[src/rtl/flag_hazard_ctrl_if.sv]
// flag_hazard_ctrl_if: ID/EX pipeline view, flag state and branch/perf outputs of the flag hazard controller
interface flag_hazard_ctrl_if;
  logic        id_valid;
  logic        id_is_bcond;
  logic [3:0]  id_cond;
  logic        ex_valid;
  logic        ex_setflags;
  logic [3:0]  flags_q;
  logic        stall_in;
  logic        flush_in;
  logic        flag_write;
  logic        br_stall;
  logic        br_resolved;
  logic        br_taken;
  logic [15:0] stall_cnt;
  logic [15:0] bcond_cnt;
  logic [15:0] taken_cnt;
  modport master (
    output id_valid, id_is_bcond, id_cond, ex_valid, ex_setflags, flags_q, stall_in, flush_in,
    input  flag_write, br_stall, br_resolved, br_taken, stall_cnt, bcond_cnt, taken_cnt
  );
  modport slave (
    input  id_valid, id_is_bcond, id_cond, ex_valid, ex_setflags, flags_q, stall_in, flush_in,
    output flag_write, br_stall, br_resolved, br_taken, stall_cnt, bcond_cnt, taken_cnt
  );
endinterface

[src/rtl/flag_hazard_ctrl.sv]
// flag_hazard_ctrl: one-cycle stall of a B.cond behind a flag-setter in EX, condition evaluation, perf counters
module flag_hazard_ctrl (
  input logic             clk,
  input logic             reset,
  flag_hazard_ctrl_if.slave bus
);
  localparam logic [0:0] IDLE = 1'b0;
  localparam logic [0:0] HOLD = 1'b1;
  logic [0:0]  r_state;
  logic [15:0] r_stall_cnt;
  logic [15:0] r_bcond_cnt;
  logic [15:0] r_taken_cnt;
  logic        w_n, w_z, w_c, w_v;
  logic [2:0]  w_cc;
  logic        w_base, w_cond;
  logic        w_run, w_bcond, w_setter, w_hazard;
  logic        w_stall, w_resolved, w_taken;
  assign {w_n, w_z, w_c, w_v} = bus.flags_q;
  assign w_cc = bus.id_cond[3:1];
  // odd codes invert their even partner, except AL (111x) which is always taken
  assign w_base = (w_cc == 3'd0) ? w_z :
                  (w_cc == 3'd1) ? w_c :
                  (w_cc == 3'd2) ? w_n :
                  (w_cc == 3'd3) ? w_v :
                  (w_cc == 3'd4) ? (w_c & ~w_z) :
                  (w_cc == 3'd5) ? (w_n == w_v) :
                  (w_cc == 3'd6) ? (~w_z & (w_n == w_v)) : 1'b1;
  assign w_cond = w_base ^ (bus.id_cond[0] & (w_cc != 3'd7));
  assign w_run      = reset & ~bus.stall_in & ~bus.flush_in;
  assign w_bcond    = bus.id_valid & bus.id_is_bcond;
  assign w_setter   = bus.ex_valid & bus.ex_setflags;
  assign w_hazard   = w_bcond & w_setter;
  assign w_stall    = w_run & (r_state == IDLE) & w_hazard;
  assign w_resolved = w_run & ((r_state == HOLD) | (w_bcond & ~w_setter));
  assign w_taken    = w_resolved & w_cond;
  assign bus.flag_write  = w_run & w_setter;
  assign bus.br_stall    = w_stall;
  assign bus.br_resolved = w_resolved;
  assign bus.br_taken    = w_taken;
  assign bus.stall_cnt   = r_stall_cnt;
  assign bus.bcond_cnt   = r_bcond_cnt;
  assign bus.taken_cnt   = r_taken_cnt;
  always_ff @(posedge clk or negedge reset) begin
    if (!reset) begin
      r_state     <= IDLE;
      r_stall_cnt <= 16'd0;
      r_bcond_cnt <= 16'd0;
      r_taken_cnt <= 16'd0;
    end else begin
      r_state     <= bus.flush_in ? IDLE : bus.stall_in ? r_state : w_stall ? HOLD : IDLE;
      r_stall_cnt <= r_stall_cnt + {15'd0, w_stall & ~&r_stall_cnt};
      r_bcond_cnt <= r_bcond_cnt + {15'd0, w_resolved & ~&r_bcond_cnt};
      r_taken_cnt <= r_taken_cnt + {15'd0, w_taken & ~&r_taken_cnt};
    end
  end
endmodule

[src/flat_wrapper.sv]
// flat-port wrapper written by rule: the top's interface ports become plain ports
module flag_hazard_ctrl_flat 
  (clk, reset, bus_id_valid, bus_id_is_bcond, bus_id_cond, bus_ex_valid, bus_ex_setflags, bus_flags_q, bus_stall_in, bus_flush_in, bus_flag_write, bus_br_stall, bus_br_resolved, bus_br_taken, bus_stall_cnt, bus_bcond_cnt, bus_taken_cnt);
  flag_hazard_ctrl_if bus_i ();
  input logic clk;
  input logic reset;
  input wire logic [$bits(bus_i.id_valid)-1:0] bus_id_valid;
  input wire logic [$bits(bus_i.id_is_bcond)-1:0] bus_id_is_bcond;
  input wire logic [$bits(bus_i.id_cond)-1:0] bus_id_cond;
  input wire logic [$bits(bus_i.ex_valid)-1:0] bus_ex_valid;
  input wire logic [$bits(bus_i.ex_setflags)-1:0] bus_ex_setflags;
  input wire logic [$bits(bus_i.flags_q)-1:0] bus_flags_q;
  input wire logic [$bits(bus_i.stall_in)-1:0] bus_stall_in;
  input wire logic [$bits(bus_i.flush_in)-1:0] bus_flush_in;
  output wire logic [$bits(bus_i.flag_write)-1:0] bus_flag_write;
  output wire logic [$bits(bus_i.br_stall)-1:0] bus_br_stall;
  output wire logic [$bits(bus_i.br_resolved)-1:0] bus_br_resolved;
  output wire logic [$bits(bus_i.br_taken)-1:0] bus_br_taken;
  output wire logic [$bits(bus_i.stall_cnt)-1:0] bus_stall_cnt;
  output wire logic [$bits(bus_i.bcond_cnt)-1:0] bus_bcond_cnt;
  output wire logic [$bits(bus_i.taken_cnt)-1:0] bus_taken_cnt;
  assign bus_i.id_valid = bus_id_valid;
  assign bus_i.id_is_bcond = bus_id_is_bcond;
  assign bus_i.id_cond = bus_id_cond;
  assign bus_i.ex_valid = bus_ex_valid;
  assign bus_i.ex_setflags = bus_ex_setflags;
  assign bus_i.flags_q = bus_flags_q;
  assign bus_i.stall_in = bus_stall_in;
  assign bus_i.flush_in = bus_flush_in;
  assign bus_flag_write = bus_i.flag_write;
  assign bus_br_stall = bus_i.br_stall;
  assign bus_br_resolved = bus_i.br_resolved;
  assign bus_br_taken = bus_i.br_taken;
  assign bus_stall_cnt = bus_i.stall_cnt;
  assign bus_bcond_cnt = bus_i.bcond_cnt;
  assign bus_taken_cnt = bus_i.taken_cnt;
  flag_hazard_ctrl u_core (.clk(clk), .reset(reset), .bus(bus_i));
endmodule
[config.mk]
export PLATFORM = sky130hd
export DESIGN_NAME = flag_hazard_ctrl_flat
export DESIGN_NICKNAME = d
export VERILOG_FILES = /design/src/rtl/flag_hazard_ctrl_if.sv /design/src/rtl/flag_hazard_ctrl.sv /design/src/flat_wrapper.sv
export SDC_FILE = /design/constraint.sdc
export NUM_CORES = 1
export LEC_CHECK = 0
export CORE_MARGIN = 2
export CORE_UTILIZATION = 40
export CTS_CLUSTER_DIAMETER = 200
export DETAILED_ROUTE_END_ITERATION = 10
export GPL_TIMING_DRIVEN = 0
export HOLD_SLACK_MARGIN = 0.02
export PLACE_DENSITY = 0.7
export SETUP_SLACK_MARGIN = 0.02
export SLEW_MARGIN = 15
export SYNTH_ARGS = -nofsm -noshare
export SYNTH_HDL_FRONTEND = slang
export SYNTH_SLANG_ARGS = --single-unit
export TNS_END_PERCENT = 5
[constraint.sdc]
create_clock -name clk -period 5.75 [get_ports clk]
set_clock_uncertainty 0.15 [all_clocks]
set_input_delay 0.575 -clock clk [delete_from_list [all_inputs] [get_ports clk]]
set_output_delay 0.575 -clock clk [all_outputs]
set_load 0.02 [all_outputs]
==> flow_metrics.env <==
export IMPL_leakage_uw=0.00143
export IMPL_clk_pin_slew_ns=0.09
export IMPL_crit_required_ns=5.03
export IMPL_grt_max_degree=32
export IMPL_avgSynthCellArea_um2=11.2
export IMPL_synthToLayoutAreaGrowth_pct=37.7
export IMPL_cts_tree="done"
export IMPL_dp_slack_ns=2.01
export IMPL_r2r_start="u_core.bus.taken_cnt[2]"
export IMPL_die_h_um=79.7
export IMPL_synth_cells=204
export IMPL_drive_gt1_share_pct=7.53
export IMPL_status="finished, final reports clean"
export IMPL_grt_pass1_vias=1714
export IMPL_start_util_pct=41.4
export IMPL_drc=0
export IMPL_gp_congestion=0.713
export IMPL_setup_ws_ns=2.32
export IMPL_numClockSinks=49
export IMPL_cts_made_buffers=5
export IMPL_min_period_ns=3.43
export IMPL_clock_latency_ns=0.29
export IMPL_cts_buffer_depth=2
export IMPL_io_pin_count=68
export IMPL_tns_ns=0
export IMPL_synthFlopType="dfrtp_1"
export IMPL_max_freq_ghz=0.292
export IMPL_timing_final_crit_share_pct=59.6
export IMPL_hold_viol=0
export IMPL_cpMaxStageDelayCell="clkdlybuf4s50_1"
export IMPL_startpoint="reset"
export IMPL_coreArea_um2=5540
export IMPL_slew_violations=0
export IMPL_crit_chain="buf_2 > buf_12 > nor3b_2 > nand3_1 > or3_1 > inv_1 > clkdlybuf4s50_1"
export IMPL_endpoint_kind="output port"
export IMPL_via_per_inst=4.92
export IMPL_ys_types=33
export IMPL_power_uw=675
export IMPL_drt_wirelength_per_cell_um=13.8
export IMPL_maxCapViolations=0
export IMPL_antenna_found_initial=0
export IMPL_synthesis_nets=226
export IMPL_cts_root_buf="clkbuf_8"
export IMPL_post_cts_resized=0
export IMPL_finalSetupViolCount=0
export IMPL_grt_use_total_pct=16.2
export IMPL_yosysSeqAreaShare_pct=53.4
export IMPL_row_count=27
export IMPL_dieArea_um2=6360
export IMPL_grt_setup_unrepaired="no"
export IMPL_vias=1726
export IMPL_mappedNetlistArea_um2=2290
export IMPL_cts_htree_levels=2
export IMPL_final_antenna_net_count=0
export IMPL_die_w_um=79.7
export IMPL_hold_class="input port to asynchronous set/reset pin"
export IMPL_grt_pass1_wl_um=8210
export IMPL_max_slew_worst_pin_slew_ns=0.484
export IMPL_ys_ff_latch=49
export IMPL_diodes=0
export IMPL_relSlewSlack_pct=67.7
export IMPL_power_density_nw_per_um2=214
export IMPL_drtPass1Iterations=4
export IMPL_cts_setup_buffers=0
export IMPL_drt_iter0_markers=89
export IMPL_io_buffers=67
export IMPL_drt_total_wl_um=4830
export IMPL_final_nets=301
export IMPL_irDropWorstVdd_v=0.000173
export IMPL_grt_overflow=0
export IMPL_startpoint_type="input port"
export IMPL_hpwl_um=3710
export IMPL_path_class="input port to output port"
export IMPL_async_reset_ff_share_pct=100
export IMPL_synth_edff_count=0
export IMPL_cts_hold_buf=0
export IMPL_synth_warnings=0
export IMPL_cpPeakStageDelay_ns=0.59
export IMPL_path_max_fanout=31
export IMPL_whs_ns=0.0853
export IMPL_arrival_ns=2.70
-- flip-flops by register name, indices dropped and copies added (netlist names) --
| name | cells |
|---|---|
| u_core.r_state | 1 |
| u_core.bus.bcond_cnt | 16 |
| u_core.bus.stall_cnt | 16 |
| u_core.bus.taken_cnt | 16 |
-- where the power goes --
group          internal (uW)  leakage (uW)  switching, uW
clock                   95.2     0.0000433            105
combinational           46.5      0.000723           47.2
sequential               361      0.000668           20.2
total                    502       0.00143            173
-- worst max-delay path, delay by kind of cell --
| family | cells | cell delay, ns |
|---|---|---|
| buffers and inverters | 4 | 1.33 |
| and+or+nand+nor | 3 | 0.80 |
-- kinds of logic after synthesis --
| group | Yosys count | synth area share [%] |
|---|---|---|
| XOR/XNOR | 43 | 16.4 |
| AO/OA/AOI/OAI | 14 | 4.31 |
| flip-flops | 49 | 53.4 |
| buffers and inverters | 8 | 1.64 |
| adder cells (fa/ha/maj) | 6 | 3.27 |
| AND/OR/NAND/NOR | 84 | 20.9 |
-- metrics by stage --
stage               area, um^2  instances  utilization, %
finish                    3160        351            57.0
global route              3160        351            57.0
CTS                       3160        351            57.0
detailed placement        3070        344            55.4
global placement          3060        343            55.1
floorplan                 2290        204               -
-- final cells by class --
cell class / count / area [um^2]
clock buffer: 6 / 82.6
timing repair buffer: 68 / 686
fill: 514 / 2380
tap: 72 / 90.1
inverter: 7 / 26.3
multi-input combinational: 147 / 1030
sequential: 49 / 1230
clock inverter: 1 / 7.51
buffer: 1 / 11.3
-- cell usage in the layout, fill, tap and decap left out --
master and count:
and3_2 2, nor3_2 2, a211o_1 2, a31o_2 1
a31oi_1 2, nand3_2 1, nor4_1 2, o21ai_0 1
clkdlybuf4s50_1 66, a21o_1 1, nand4_4 1, a21oi_1 3
and3_1 5, nor3_1 4, nand2_1 18, clkinvlp_4 1
and3_4 1, buf_6 1, o211a_1 1, and4_1 3
nand4_1 8, clkbuf_8 6, xor2_1 14, nor2_1 11
or2_2 1, nor3b_2 1, xnor2_1 29, nand3_1 17
o211ai_1 1, a211oi_1 2, nand4_2 1, ha_1 6
nand2b_1 5, or3_1 1, buf_12 1, buf_2 1
inv_1 7, dfrtp_1 49
-- final timing paths --
kind	depth (start not counted)	slack, ns	to
hold reg to reg	1	0.34	u_core.bus.bcond_cnt[12]
setup reg to reg	10	3.20	u_core.bus.taken_cnt[12]
min in group clk	1	0.34	u_core.bus.bcond_cnt[12]
hold / removal	1	0.09	u_core.bus.stall_cnt[13]
setup / recovery	7	2.32	bus_br_stall
max in group asynchronous	2	4.84	u_core.bus.bcond_cnt[8]
-- routing by layer --
layer  track usage (%)  share of wire [%]  vias to the layer above
met5                 0                  0                        -
met4              4.07               0.83                        0
met3              2.71                3.9                        2
met2              27.8                 51                       36
met1              21.5                 44                      842
li1                  -                  -                      846
-- cell usage after synthesis (2+ instances only) --
cell	n	area, um^2
nand2_1	18	67.6
and3_1	5	31.3
nor4_1	2	12.5
xnor2_1	29	254
a211o_1	2	17.5
nor2_1	11	41.3
nand4_1	8	50.1
xor2_1	14	123
nor3_2	2	20.0
nand2b_1	5	31.3
and3_2	2	15.0
dfrtp_1	49	1230
and4_1	3	26.3
a211oi_1	2	15.0
nand3_1	17	85.1
a31oi_1	2	12.5
inv_1	7	26.3
a21oi_1	3	15.0
nor3_1	4	20.0
ha_1	6	75.1
Note: power is estimated with default switching activity, not from simulation.
